### config.mk
export PLATFORM = sky130hd
export DESIGN_NAME = sass_rx_hamming
export DESIGN_NICKNAME = d
export VERILOG_FILES = /design/src/rtl/sass_pkg.sv /design/src/rtl/sass_bit_timer.sv /design/src/rtl/sass_rx_hamming.sv
export SDC_FILE = /design/constraint.sdc
export NUM_CORES = 1
export LEC_CHECK = 0
export ABC_AREA = 1
export CAP_MARGIN = 20
export CORE_ASPECT_RATIO = 0.9
export CORE_MARGIN = 2
export CORE_UTILIZATION = 63
export DETAILED_ROUTE_END_ITERATION = 10
export DONT_BUFFER_PORTS = 1
export GPL_TIMING_DRIVEN = 0
export PLACE_DENSITY = 0.77
export SLEW_MARGIN = 5
export SYNTH_ARGS = -nofsm -noshare
export SYNTH_HDL_FRONTEND = slang
export SYNTH_SLANG_ARGS = --single-unit
### constraint.sdc
create_clock -name clk -period 1.66 [get_ports clk]
set_input_delay 0.332 -clock clk [delete_from_list [all_inputs] [get_ports clk]]
set_output_delay 0.332 -clock clk [all_outputs]
set_load 0.02 [all_outputs]
### src/rtl/sass_pkg.sv
// sass_pkg: shared types and Hamming helpers for the SASS receiver.
//   sass_state_e      FSM encodings ARM/IDLE/DATA/STOP (also the state_o probe value)
//   code_w()          minimum parity-bit count for a given payload width
//   is_pow2()         true for the parity positions of a codeword
//   hamming_syndrome  XOR of the 1-based indices of all set codeword bits
//   extract_data      strips parity positions, packing data bits LSB first
`timescale 1ns/1ps
package sass_pkg;

  typedef enum logic [1:0] {
    ST_ARM  = 2'd0,
    ST_IDLE = 2'd1,
    ST_DATA = 2'd2,
    ST_STOP = 2'd3
  } sass_state_e;

  // Helpers operate on a fixed-width container; callers cast in and out.
  localparam int unsigned MAX_CODE_W = 64;
  localparam int unsigned IDX_W      = 6;
  localparam int unsigned SYN_W      = 8;

  function automatic int unsigned code_w(int unsigned data_w);
    int unsigned p;
    logic        found;
    p     = 0;
    found = 1'b0;
    for (int unsigned i = 0; i < 32; i++) begin
      if (!found && ((64'd1 << i) >= (64'(data_w) + 64'(i) + 64'd1))) begin
        p     = i;
        found = 1'b1;
      end
    end
    return p;
  endfunction

  function automatic logic is_pow2(int unsigned x);
    return (x != 0) && ((x & (x - 1)) == 0);
  endfunction

  function automatic logic [SYN_W-1:0] hamming_syndrome(logic [MAX_CODE_W-1:0] code,
                                                         int unsigned n);
    logic [SYN_W-1:0] syn;
    syn = '0;
    for (int unsigned j = 1; j <= MAX_CODE_W; j++) begin
      if ((j <= n) && code[IDX_W'(j - 1)]) syn = syn ^ SYN_W'(j);
    end
    return syn;
  endfunction

  function automatic logic [MAX_CODE_W-1:0] extract_data(logic [MAX_CODE_W-1:0] code,
                                                          int unsigned n);
    logic [MAX_CODE_W-1:0] d;
    int unsigned           k;
    d = '0;
    k = 0;
    for (int unsigned j = 1; j <= MAX_CODE_W; j++) begin
      if ((j <= n) && !is_pow2(j)) begin
        d[IDX_W'(k)] = code[IDX_W'(j - 1)];
        k            = k + 1;
      end
    end
    return d;
  endfunction

endpackage

### src/rtl/sass_bit_timer.sv
// sass_bit_timer: free-running BIT_T clock counter for SASS bit framing.
//   clk, rst   clock, synchronous active-low reset
//   i_load     restart the count (cycle of the load edge is clock 0)
//   o_mid_p    registered pulse; the following edge is a bit mid-point
//   o_bit_p    registered pulse; the following edge closes a full bit period
`timescale 1ns/1ps
module sass_bit_timer #(
  parameter int unsigned BIT_T = 5
) (
  input  logic clk,
  input  logic rst,
  input  logic i_load,
  output logic o_mid_p,
  output logic o_bit_p
);

  localparam int unsigned CNT_W = $clog2(BIT_T);
  localparam int unsigned HALF  = BIT_T / 2;

  logic [CNT_W-1:0] r_cnt;
  logic [CNT_W-1:0] w_cnt_nxt;
  logic             r_mid_p;
  logic             r_bit_p;

  // Next count: restart on load, wrap at the end of a bit period.
  always_comb begin
    w_cnt_nxt = r_cnt + CNT_W'(1);
    if (i_load || (r_cnt == CNT_W'(BIT_T - 1))) w_cnt_nxt = '0;
  end

  // Pulses are decoded from the next count so they line up with the edge after.
  always_ff @(posedge clk) begin
    if (!rst) begin
      r_cnt   <= '0;
      r_mid_p <= 1'b0;
      r_bit_p <= 1'b0;
    end else begin
      r_cnt   <= w_cnt_nxt;
      r_mid_p <= (w_cnt_nxt == CNT_W'(HALF - 1));
      r_bit_p <= (w_cnt_nxt == CNT_W'(BIT_T - 1));
    end
  end

  assign o_mid_p = r_mid_p;
  assign o_bit_p = r_bit_p;

endmodule

### src/rtl/sass_rx_hamming.sv
// sass_rx_hamming: SASS single-wire receiver with Hamming SEC decode,
// valid/ready output holding register and windowed link-quality monitor.
//   clk, rst        clock, synchronous active-low reset
//   s               SASS line (idle high, pre-synchronised)
//   data_o          decoded, corrected payload         valid_o / ready_i  handshake
//   corrected_o     a single-bit fix was applied       err_p   uncorrectable/framing pulse
//   ovr_p           good frame dropped, output full    link_bad_o  window error rate too high
//   state_o         FSM state probe (ARM=0 IDLE=1 DATA=2 STOP=3)
// Build option: SASS_SECDED_EN appends an overall even-parity bit for SECDED.
`timescale 1ns/1ps
module sass_rx_hamming
  import sass_pkg::*;
#(
  parameter int unsigned BIT_T        = 5,
  parameter int unsigned DATA_W       = 10,
  parameter int unsigned PAR_W        = 4,
  parameter int unsigned ERR_WIN      = 16,
  parameter int unsigned MAX_ERR_RATE = 5
) (
  input  logic              clk,
  input  logic              rst,
  input  logic              s,
  output logic [DATA_W-1:0] data_o,
  output logic              valid_o,
  input  logic              ready_i,
  output logic              corrected_o,
  output logic              err_p,
  output logic              ovr_p,
  output logic              link_bad_o,
  output logic [1:0]        state_o
);

  localparam int unsigned CODE_W = DATA_W + PAR_W;
`ifdef SASS_SECDED_EN
  localparam int unsigned NBITS  = CODE_W + 1;
`else
  localparam int unsigned NBITS  = CODE_W;
`endif
  localparam int unsigned BIDX_W = $clog2(NBITS + 1);
  localparam int unsigned WCNT_W = $clog2(ERR_WIN + 1);

  if (PAR_W < code_w(DATA_W)) begin : g_bad_par
    $error("sass_rx_hamming: PAR_W too small for DATA_W");
  end
  if (CODE_W > MAX_CODE_W) begin : g_bad_width
    $error("sass_rx_hamming: codeword wider than helper container");
  end

  sass_state_e       r_state, w_state_nxt;
  logic [BIDX_W-1:0] r_idx, w_idx_nxt;
  logic [NBITS-1:0]  r_shift, w_shift_nxt;
  logic              w_load, w_stop_ok, w_stop_bad;
  logic              w_mid_p, w_bit_p;

  sass_bit_timer #(.BIT_T(BIT_T)) u_timer (
    .clk     (clk),
    .rst     (rst),
    .i_load  (w_load),
    .o_mid_p (w_mid_p),
    .o_bit_p (w_bit_p)
  );

  // FSM state register.
  always_ff @(posedge clk) begin
    if (!rst) begin
      r_state <= ST_ARM;
      r_idx   <= '0;
      r_shift <= '0;
    end else begin
      r_state <= w_state_nxt;
      r_idx   <= w_idx_nxt;
      r_shift <= w_shift_nxt;
    end
  end

  // Framing FSM. r_idx==0 is the start-bit re-check; 1..NBITS are payload bits.
  always_comb begin
    w_state_nxt = r_state;
    w_idx_nxt   = r_idx;
    w_shift_nxt = r_shift;
    w_load      = 1'b0;
    w_stop_ok   = 1'b0;
    w_stop_bad  = 1'b0;
    case (r_state)
      ST_ARM: begin
        // Any low restarts the high-time count.
        if (!s) w_load = 1'b1;
        else if (w_bit_p) w_state_nxt = ST_IDLE;
      end
      ST_IDLE: begin
        if (!s) begin
          w_load      = 1'b1;
          w_idx_nxt   = '0;
          w_state_nxt = ST_DATA;
        end
      end
      ST_DATA: begin
        if (w_mid_p) begin
          if (r_idx == '0) begin
            if (s) w_state_nxt = ST_IDLE;
            else   w_idx_nxt   = BIDX_W'(1);
          end else begin
            w_shift_nxt = {s, r_shift[NBITS-1:1]};
            w_idx_nxt   = r_idx + BIDX_W'(1);
            if (r_idx == BIDX_W'(NBITS)) w_state_nxt = ST_STOP;
          end
        end
      end
      ST_STOP: begin
        if (w_mid_p) begin
          w_load      = 1'b1;
          w_state_nxt = ST_ARM;
          if (!s) w_stop_ok  = 1'b1;
          else    w_stop_bad = 1'b1;
        end
      end
      default: w_state_nxt = ST_ARM;
    endcase
  end

  // Hamming decode of the shifted-in codeword (stable while in STOP).
  logic [CODE_W-1:0] w_code, w_mask, w_fixed;
  logic [PAR_W-1:0]  w_syn;
  logic [DATA_W-1:0] w_data;
  logic              w_corr, w_unc, w_in_range;

  assign w_code = r_shift[CODE_W-1:0];
  assign w_syn  = PAR_W'(hamming_syndrome(MAX_CODE_W'(w_code), CODE_W));

  for (genvar j = 1; j <= CODE_W; j++) begin : g_flip
    assign w_mask[j-1] = (w_syn == PAR_W'(j));
  end

  assign w_fixed    = w_code ^ w_mask;
  assign w_in_range = |w_mask;
  assign w_data     = DATA_W'(extract_data(MAX_CODE_W'(w_fixed), CODE_W));

`ifdef SASS_SECDED_EN
  logic w_par_fail;
  assign w_par_fail = ^r_shift;
  // Parity failing means an odd error count; zero syndrome then blames the parity bit.
  always_comb begin
    w_corr = 1'b0;
    w_unc  = 1'b0;
    if (w_syn != '0) begin
      if (w_par_fail && w_in_range) w_corr = 1'b1;
      else                          w_unc  = 1'b1;
    end else if (w_par_fail) begin
      w_corr = 1'b1;
    end
  end
`else
  always_comb begin
    w_corr = w_in_range;
    w_unc  = (w_syn != '0) && !w_in_range;
  end
`endif

  // Decode stage registered at the end-bit sample.
  logic              r_done, r_good, r_corr;
  logic [DATA_W-1:0] r_data;

  always_ff @(posedge clk) begin
    if (!rst) begin
      r_done <= 1'b0;
      r_good <= 1'b0;
      r_corr <= 1'b0;
      r_data <= '0;
    end else begin
      r_done <= w_stop_ok || w_stop_bad;
      r_good <= w_stop_ok && !w_unc;
      if (w_stop_ok) begin
        r_corr <= w_corr;
        r_data <= w_data;
      end
    end
  end

  // Output holding register; a simultaneous handshake frees the slot for the new word.
  logic [DATA_W-1:0] r_out_data;
  logic              r_out_valid, r_out_corr, r_err_p, r_ovr_p;

  always_ff @(posedge clk) begin
    if (!rst) begin
      r_out_data  <= '0;
      r_out_valid <= 1'b0;
      r_out_corr  <= 1'b0;
      r_err_p     <= 1'b0;
      r_ovr_p     <= 1'b0;
    end else begin
      r_err_p <= r_done && !r_good;
      r_ovr_p <= 1'b0;
      if (r_good) begin
        if (!r_out_valid || ready_i) begin
          r_out_data  <= r_data;
          r_out_corr  <= r_corr;
          r_out_valid <= 1'b1;
        end else begin
          r_ovr_p <= 1'b1;
        end
      end else if (r_out_valid && ready_i) begin
        r_out_valid <= 1'b0;
      end
    end
  end

  // Sliding window of finished frames; overruns are not link errors.
  logic [WCNT_W-1:0] r_frm_cnt, r_err_cnt, w_frm_cnt_nxt, w_err_cnt_nxt;
  logic              r_link_bad, w_err_evt;

  always_comb begin
    w_err_evt     = r_done && (!r_good || r_corr);
    w_frm_cnt_nxt = r_frm_cnt + WCNT_W'(1);
    w_err_cnt_nxt = r_err_cnt;
    if (w_err_evt && (r_err_cnt != WCNT_W'(ERR_WIN))) w_err_cnt_nxt = r_err_cnt + WCNT_W'(1);
  end

  always_ff @(posedge clk) begin
    if (!rst) begin
      r_frm_cnt  <= '0;
      r_err_cnt  <= '0;
      r_link_bad <= 1'b0;
    end else if (r_done) begin
      if (w_frm_cnt_nxt == WCNT_W'(ERR_WIN)) begin
        r_link_bad <= (32'(w_err_cnt_nxt) >= MAX_ERR_RATE);
        r_frm_cnt  <= '0;
        r_err_cnt  <= '0;
      end else begin
        r_frm_cnt <= w_frm_cnt_nxt;
        r_err_cnt <= w_err_cnt_nxt;
      end
    end
  end

  assign data_o      = r_out_data;
  assign valid_o     = r_out_valid;
  assign corrected_o = r_out_corr;
  assign err_p       = r_err_p;
  assign ovr_p       = r_ovr_p;
  assign link_bad_o  = r_link_bad;
  assign state_o     = r_state;

endmodule

==> impl_metrics.json, run 1 <==
{
  "synth_commonest_cells": "126 x nand2_1, 63 x dfxtp_1, 60 x nor2_1, 53 x inv_1, 37 x o21ai_0",
  "critPathBufInv": 4,
  "syn_avg_cell_area_sq_um": 6.73,
  "max_stage_delay_ps": 320,
  "crit_chain": "buf_6 -> inv_8 -> nand2_1 -> nand2_1 -> nand2_1 -> nand2_2 -> inv_2 -> nand2_2 -> nand2_4 -> nor2_4 -> nand2_1 -> nand2_1 -> nand3_2 -> nand2_1 -> inv_1",
  "synthFlopType": "dfxtp_1",
  "maxSlewHeadroom_pct": 62.1,
  "drc": 0,
  "finalCritPeriodShare_pct": 97.1,
  "hpwl_um": 5370,
  "io_buffers": 0,
  "synth_async_sr_flop_share_pct": 0,
  "finalSetupViolCount": 0,
  "dr_total_vias": 3220,
  "die_area_sq_mm": 0.00596,
  "drive_gt1_share_pct": 25.6,
  "critPathMaxFanout": 8,
  "worstPathArrival_ps": 1850,
  "track_usage_pct": 27.5,
  "cap_violations": 0,
  "path_common_cell": "nand2_1",
  "yosysUniqueCellTypes": 33,
  "cts_sinks": 63,
  "fmax_mhz": 621,
  "vdd_drop_max_v": 0.000680,
  "r2r_start": "r_shift[10]",
  "p_per_area_mw_per_mm2": 899,
  "path_delay_family": "simple AND/OR/NAND/NOR gates",
  "worstSkewPairLatency_ps": 350,
  "reg2reg_depth": 15,
  "hold_end": "ovr_p",
  "cp.required_ps": 1900,
  "pre_cts_slack_ps": -119,
  "die_h_um": 73.4,
  "cts_hold_buf": 0,
  "multi_input_area_sq_mm": 0.00193,
  "cts_buffers": 9,
  "fill_cells": 392,
  "worst_pin_slew_ps": 568,
  "slowest_stage": "dfxtp_2",
  "endpoint_kind": "register",
  "cts_max_level": 3,
  "nets": 531,
  "grt_max_degree": 13,
  "synth_nets": 513,
  "clock_path_buffers": 2,
  "rrSetupSlack_ps": 50,
  "hold_viol": 0,
  "rsz0062_at_grt": "true",
  "core_sq_mm": 0.00522,
  "wl_per_cell_um": 13.3,
  "area_delta_synth_final_pct": 17.9,
  "place.gp.congestion": 0.919,
  "setup_ws_ps": 48.6,
  "postSynthCellCount": 501,
  "antenna_found_initial": 0,
  "synth-seq-cells": 63,
  "overflow": 0,
  "status": "finished clean",
  "yosysTopAreaCell": "dfxtp_1",
  "rr_endpoint": "r_data[0]",
  "io_pins": 21,
  "drtAntennaViolNets": 0,
  "yosys-top-cells-area": "dfxtp_1 37%, nand2_1 14%, nor2_1 6.7%",
  "cts_tree": "yes",
  "drt_iter0_drc": 122,
  "synth_edf_count": 0,
  "via_per_inst": 5.45,
  "insertedDiodeCount": 0,
  "seqCellArea_sq_mm": 0.00131,
  "first_pass_iters": 4,
  "grt_pass1_vias": 2834,
  "hold_depth": 3,
  "period_minus_slack_ps": 1610,
  "die-width_um": 81.1,
  "drv_slew": 0,
  "initial_utilization_pct": 64.6,
  "synth_top_cell_area_share_pct": 37.4,
  "syn_area_sq_mm": 0.00337,
  "hp-start": "ready_i",
  "critPathLaunchType": "register",
  "rows": 25,
  "cts-root-buf": "clkbuf_8",
  "crit_type": "reg2reg",
  "wl_um": 7850,
  "clk_pin_slew_worst_paths_ps": 80,
  "whs_ps": 226,
  "synth.most_common_cell": "nand2_1",
  "clock_skew_ps": 9.24,
  "ys_warn_count": 0,
  "ys_seq_area_share_pct": 37.4,
  "hp-class": "in2reg",
  "grt_pass1_wl_um": 12600,
  "p_leak_uw": 0.00174
}
[cells in the final DEF, fill, tap and decap left out, types with 3 or more instances in the layout]
cell type,Yosys,routed
xor2_1,4,3
clkbuf_1,7,6
inv_1,53,47
xnor2_1,4,4
nor2_2,2,5
dfxtp_1,63,45
nand2_4,4,9
nor2_4,6,11
buf_4,2,8
inv_2,13,16
ha_1,8,6
o21ai_1,1,4
nand3_1,35,31
dfxtp_4,0,9
dfxtp_2,0,9
nor2_1,60,52
nand2_2,13,25
o21ai_0,37,32
a211oi_1,5,5
nor3_1,4,3
a21oi_1,36,35
clkbuf_8,1,10
nand3_2,2,6
nand2_1,126,109
inv_4,1,4
[per-stage QoR]
step / setup TNS [ps] / util [%] / cell area [sq um] / total power (uW) / cells
after global placement: -924 / 66.2 / 3460 / 2080 / 568
final: 0 / 76.1 / 3980 / 3570 / 591
after detailed placement: -1500 / 66.2 / 3460 / 2100 / 568
after global routing: -415 / 76.1 / 3980 / 3750 / 591
after CTS: -1.31 / 70.5 / 3680 / 3470 / 584
after floorplan: 0 / - / 3370 / 2000 / 501
[worst register-to-register path, cell delays in order (launching register included)]
cell and delay [ps]:
dfxtp_2 320, buf_6 130, inv_8 70, nand2_1 40, nand2_1 50, nand2_1 60
nand2_2 100, inv_2 50, nand2_2 80, nand2_4 80, nor2_4 190, nand2_1 80
nand2_1 90, nand3_2 70, nand2_1 70, inv_1 40
[cell families after synthesis]
kind of cell               Yosys count  synth area share, %
and+or+nand+nor                    254                 33.6
AOI/OAI and AO/OA                   85                 13.6
buffers and inverters               83                 10.4
DFF                                 63                 37.4
xor gates and xnor gates             8                 2.08
adders and majority gates            8                 2.97
[routing by layer]
layer | GRT usage, % | part of all wire [%]
met1 | 35.2 | 44
met3 | 7.62 | 5.5
met5 | 0 | 0
met2 | 45.0 | 49
met4 | 8.85 | 2.0
[how the worst max path moves through the flow]
stage	start	endpoint	slack (ps)	cells after the start
after floorplan	state_o[0]	r_idx[2]	140	9
after global placement	rst	ovr_p	-110	4
after detailed placement	rst	ovr_p	-120	4
after CTS	state_o[0]	r_data[7]	-1	8
after global routing	r_shift[10]	r_data[6]	-110	15
final	r_shift[10]	r_data[0]	50	15
[repair_timing]
item	CTS	global route
gates cloned	0	1
pin swaps	0	29
gates resized for setup	11	84
setup endpoints to repair	20	35
buffers inserted	0	7
[where the power goes]
| part | internal, uW | switching [uW] |
|---|---|---|
| logic | 195 | 360 |
| registers | 1570 | 83.6 |
| clock network | 741 | 626 |
[flip-flops by register name, indices dropped and copies added, names as in the netlist]
| signal | flops |
|---|---|
| link_bad_o | 1 |
| r_corr | 1 |
| u_timer.o_mid_p | 1 |
| u_timer.o_bit_p | 1 |
| r_frm_cnt | 5 |
| ovr_p | 1 |
| r_data | 10 |
| data_o | 10 |
| u_timer.r_cnt | 3 |
| r_idx | 4 |
| r_good | 1 |
| valid_o | 1 |
| state_o | 2 |
| r_err_cnt | 5 |
| corrected_o | 1 |
| err_p | 1 |
| r_done | 1 |
| r_shift | 14 |
[area by class of cell]
cell class              instances  area share [%]
plain buffers                  12            1.83
clock buffers                  10            3.46
clock inverters                 6            1.73
inverters                      70            7.24
multi-input cells             355            48.5
flip-flops and latches         63            32.9
well taps                      67            2.11
repair buffers                  8            2.27
No activity file was read; power rests on OpenSTA's default activity.
==> inputs of run 2 (changes only) <==
--- a/config.mk
+++ b/config.mk
@@ -6,7 +6,6 @@
 export NUM_CORES = 1
 export LEC_CHECK = 0
 export ABC_AREA = 1
-export CAP_MARGIN = 20
 export CORE_ASPECT_RATIO = 0.9
 export CORE_MARGIN = 2
 export CORE_UTILIZATION = 63
==> results of run 2 <==
Same layout as run 1: the final DEF is identical, and so are final timing and power.
==> inputs of run 3 (changes only) <==
--- a/config.mk
+++ b/config.mk
@@ -5,7 +5,6 @@
 export SDC_FILE = /design/constraint.sdc
 export NUM_CORES = 1
 export LEC_CHECK = 0
-export ABC_AREA = 1
 export CORE_ASPECT_RATIO = 0.9
 export CORE_MARGIN = 2
 export CORE_UTILIZATION = 63
@@ -13,7 +12,7 @@
 export DONT_BUFFER_PORTS = 1
 export GPL_TIMING_DRIVEN = 0
 export PLACE_DENSITY = 0.77
-export SLEW_MARGIN = 5
+export SLEW_MARGIN = 25
 export SYNTH_ARGS = -nofsm -noshare
 export SYNTH_HDL_FRONTEND = slang
 export SYNTH_SLANG_ARGS = --single-unit
==> run 3 against run 2 <==
Against the previous run:
- the run now ends with negative setup slack left
- final area is 1.5% lower
- highest routed layer unchanged
- largest power group is now clock
- sequential power is 8% lower
- sequential share of layout area is 0.42 points higher
- register-to-register slack worse by 300 ps
- synthesized cell count is 31% lower
- non-clock buffer count is 19 higher
==> impl_metrics.json, run 3 <==
{
  "via_per_inst": 6.21,
  "synth-seq-cells": 63,
  "whs_ps": 75.6,
  "area_delta_synth_final_pct": 26.5,
  "p_leak_uw": 0.00155,
  "violations": "negative setup slack",
  "top_register": "r_shift",
  "drc": 0,
  "ys_warn_count": 0,
  "total_power_uw": 3500,
  "insertedDiodeCount": 0,
  "syn_area_sq_mm": 0.00309,
  "rows": 24,
  "cts_buffers": 9,
  "synth_async_sr_flop_share_pct": 0,
  "grt_pass1_vias": 2579,
  "io_pins": 21,
  "synth_nets": 356,
  "die_area_sq_mm": 0.00549,
  "hold_viol": 0,
  "critPathMaxFanout": 5,
  "yosys-top-cells-area": "dfxtp_1 41%, a21oi_1 5.5%, xnor2_1 5.4%",
  "final_area_sq_mm": 0.00392,
  "maxSlewHeadroom_pct": 62.5,
  "worstPathArrival_ps": 2140,
  "track_usage_pct": 27.8,
  "overflow": 0,
  "synthFlopType": "dfxtp_1",
  "cts_max_level": 3,
  "rrSetupSlack_ps": -250,
  "first_pass_iters": 7,
  "finalCritPeriodShare_pct": 115,
  "drive_gt1_share_pct": 28.2,
  "drv_slew": 0,
  "placement.cell_area_sq_mm": 0.00321,
  "finalSetupViolCount": 12,
  "hpwl_um": 4300,
  "yosysUniqueCellTypes": 50,
  "layout_common_cells": "44 x dfxtp_1, 33 x a21oi_1, 31 x o21ai_0, 27 x nor2_1, 27 x nand2_1",
  "syn_avg_cell_area_sq_um": 8.99,
  "grt_max_degree": 12,
  "clock_skew_ps": 11.2,
  "drtAntennaViolNets": 0,
  "cts_tree": "yes",
  "cp.required_ps": 1890,
  "drt_iter0_drc": 298,
  "grt_pass1_wl_um": 11800,
  "status": "finished with violations",
  "cap_violations": 0,
  "io_buffers": 0,
  "clock_path_buffers": 2,
  "synth_commonest_cells": "63 x dfxtp_1, 34 x a21oi_1, 32 x o21ai_0, 30 x nand2_1, 29 x nor2_1",
  "synth_edf_count": 0,
  "clk_pin_slew_worst_paths_ps": 70,
  "nets": 387,
  "pre_cts_slack_ps": -285,
  "p_per_area_mw_per_mm2": 893,
  "final_common_cell": "dfxtp_1",
  "ys_seq_area_share_pct": 40.8,
  "dr_total_vias": 2763,
  "cts-root-buf": "clkbuf_8",
  "synth.most_common_cell": "dfxtp_1",
  "crit_type": "reg2reg",
  "critPathLaunchType": "register",
  "wl_per_cell_um": 17.9,
  "synth_top_cell_area_share_pct": 40.8,
  "period_minus_slack_ps": 1910,
  "die_h_um": 70.5,
  "initial_utilization_pct": 64.8,
  "setup_ws_ps": -251,
  "yosysTopAreaCell": "dfxtp_1",
  "cts_hold_buf": 0,
  "rsz0062_at_grt": "true",
  "antenna_found_initial": 0,
  "postSynthCellCount": 344,
  "endpoint_kind": "register",
  "place.gp.congestion": 0.898,
  "tns_ps": -2360,
  "largest_reg_flops": 14,
  "fmax_mhz": 523,
  "cts_sinks": 63,
  "wl_um": 7960,
  "worst_pin_slew_ps": 562,
  "core_sq_mm": 0.00477,
  "hp-class": "in2reg",
  "vdd_drop_max_v": 0.000813,
  "die-width_um": 77.9,
  "worstSkewPairLatency_ps": 350
}
-- run 3: cell count changes after synthesis, sizes merged, moves of 6 or more --
cell / previous run / this run
nor2: 68 / 29
inv: 67 / 8
xnor2: 4 / 19
nand3: 37 / 5
and4bb: 0 / 6
mux2i: 0 / 13
clkbuf: 8 / 14
xnor3: 0 / 6
o21ai: 38 / 32
nand2: 143 / 30
-- run 3: per-stage QoR --
step | util (%) | instances
floorplan | - | 344
global placement | 67.2 | 409
detailed placement | 67.2 | 409
CTS | 78.8 | 438
global route | 82.0 | 445
finish | 82.0 | 445
-- run 3: what timing repair did --
action                     4_1_cts  5_1_grt
setup endpoints to repair       40       37
gates cloned                     4        0
resized for setup               49       38
setup buffers                   10        8
pin swaps                       11       16
-- run 3: layout make-up --
cell class / count / area, sq um
plain buffers: 17 / 113
clock buffers: 10 / 138
clock inverters: 6 / 155
fillers: 268 / 860
inverters: 10 / 37.5
multi-input cells: 252 / 1900
flip-flops and latches: 63 / 1300
well taps: 65 / 81.3
repair buffers: 22 / 184
-- run 3: cell families after synthesis --
logic type	after synthesis	synth area share, %
XOR/XNOR	32	11.8
adder cells (fa/ha/maj)	8	3.24
flip-flops	63	40.8
buffers and inverters	29	3.96
AO/OA/AOI/OAI	86	16.0
AND/OR/NAND/NOR	112	19.7
multiplexers	14	4.57
-- run 3: path summary, 6_finish.rpt --
kind	start	end	depth (start not counted)
worst min register to register	u_timer.r_cnt[0]	u_timer.r_cnt[0]	1
worst min-delay path	s	state_o[1]	1
worst max-delay path	r_shift[3]	r_data[0]	6
worst max register to register	r_shift[3]	r_data[0]	6
-- run 3: per-layer routing --
metal  part of all wire (%)  wire length [um]  vias to the layer above  GRT usage [%]
met5                      0                 0                        -              0
met4                    5.0               402                        0           14.3
met3                    6.7               531                       46           9.43
met2                     46              3650                      149           44.8
met1                     42              3380                     1285           32.8
li1                       -                 -                     1283              -
-- run 3: power breakdown --
part | switching (uW) | total (uW) | internal (uW) | leakage [uW]
combinational | 33.3 | 43.1 | 9.82 | 0.000883
clock | 608 | 1950 | 1340 | 0.000146
sequential | 3.74 | 1510 | 1500 | 0.000520
-- run 3: worst max-delay path: stages, from the launching register on --
cell and delay, ps:
dfxtp_1 440, xnor2_2 170, xnor3_2 530, buf_8 160, and4bb_1 270, xnor2_1 140
a21oi_1 80
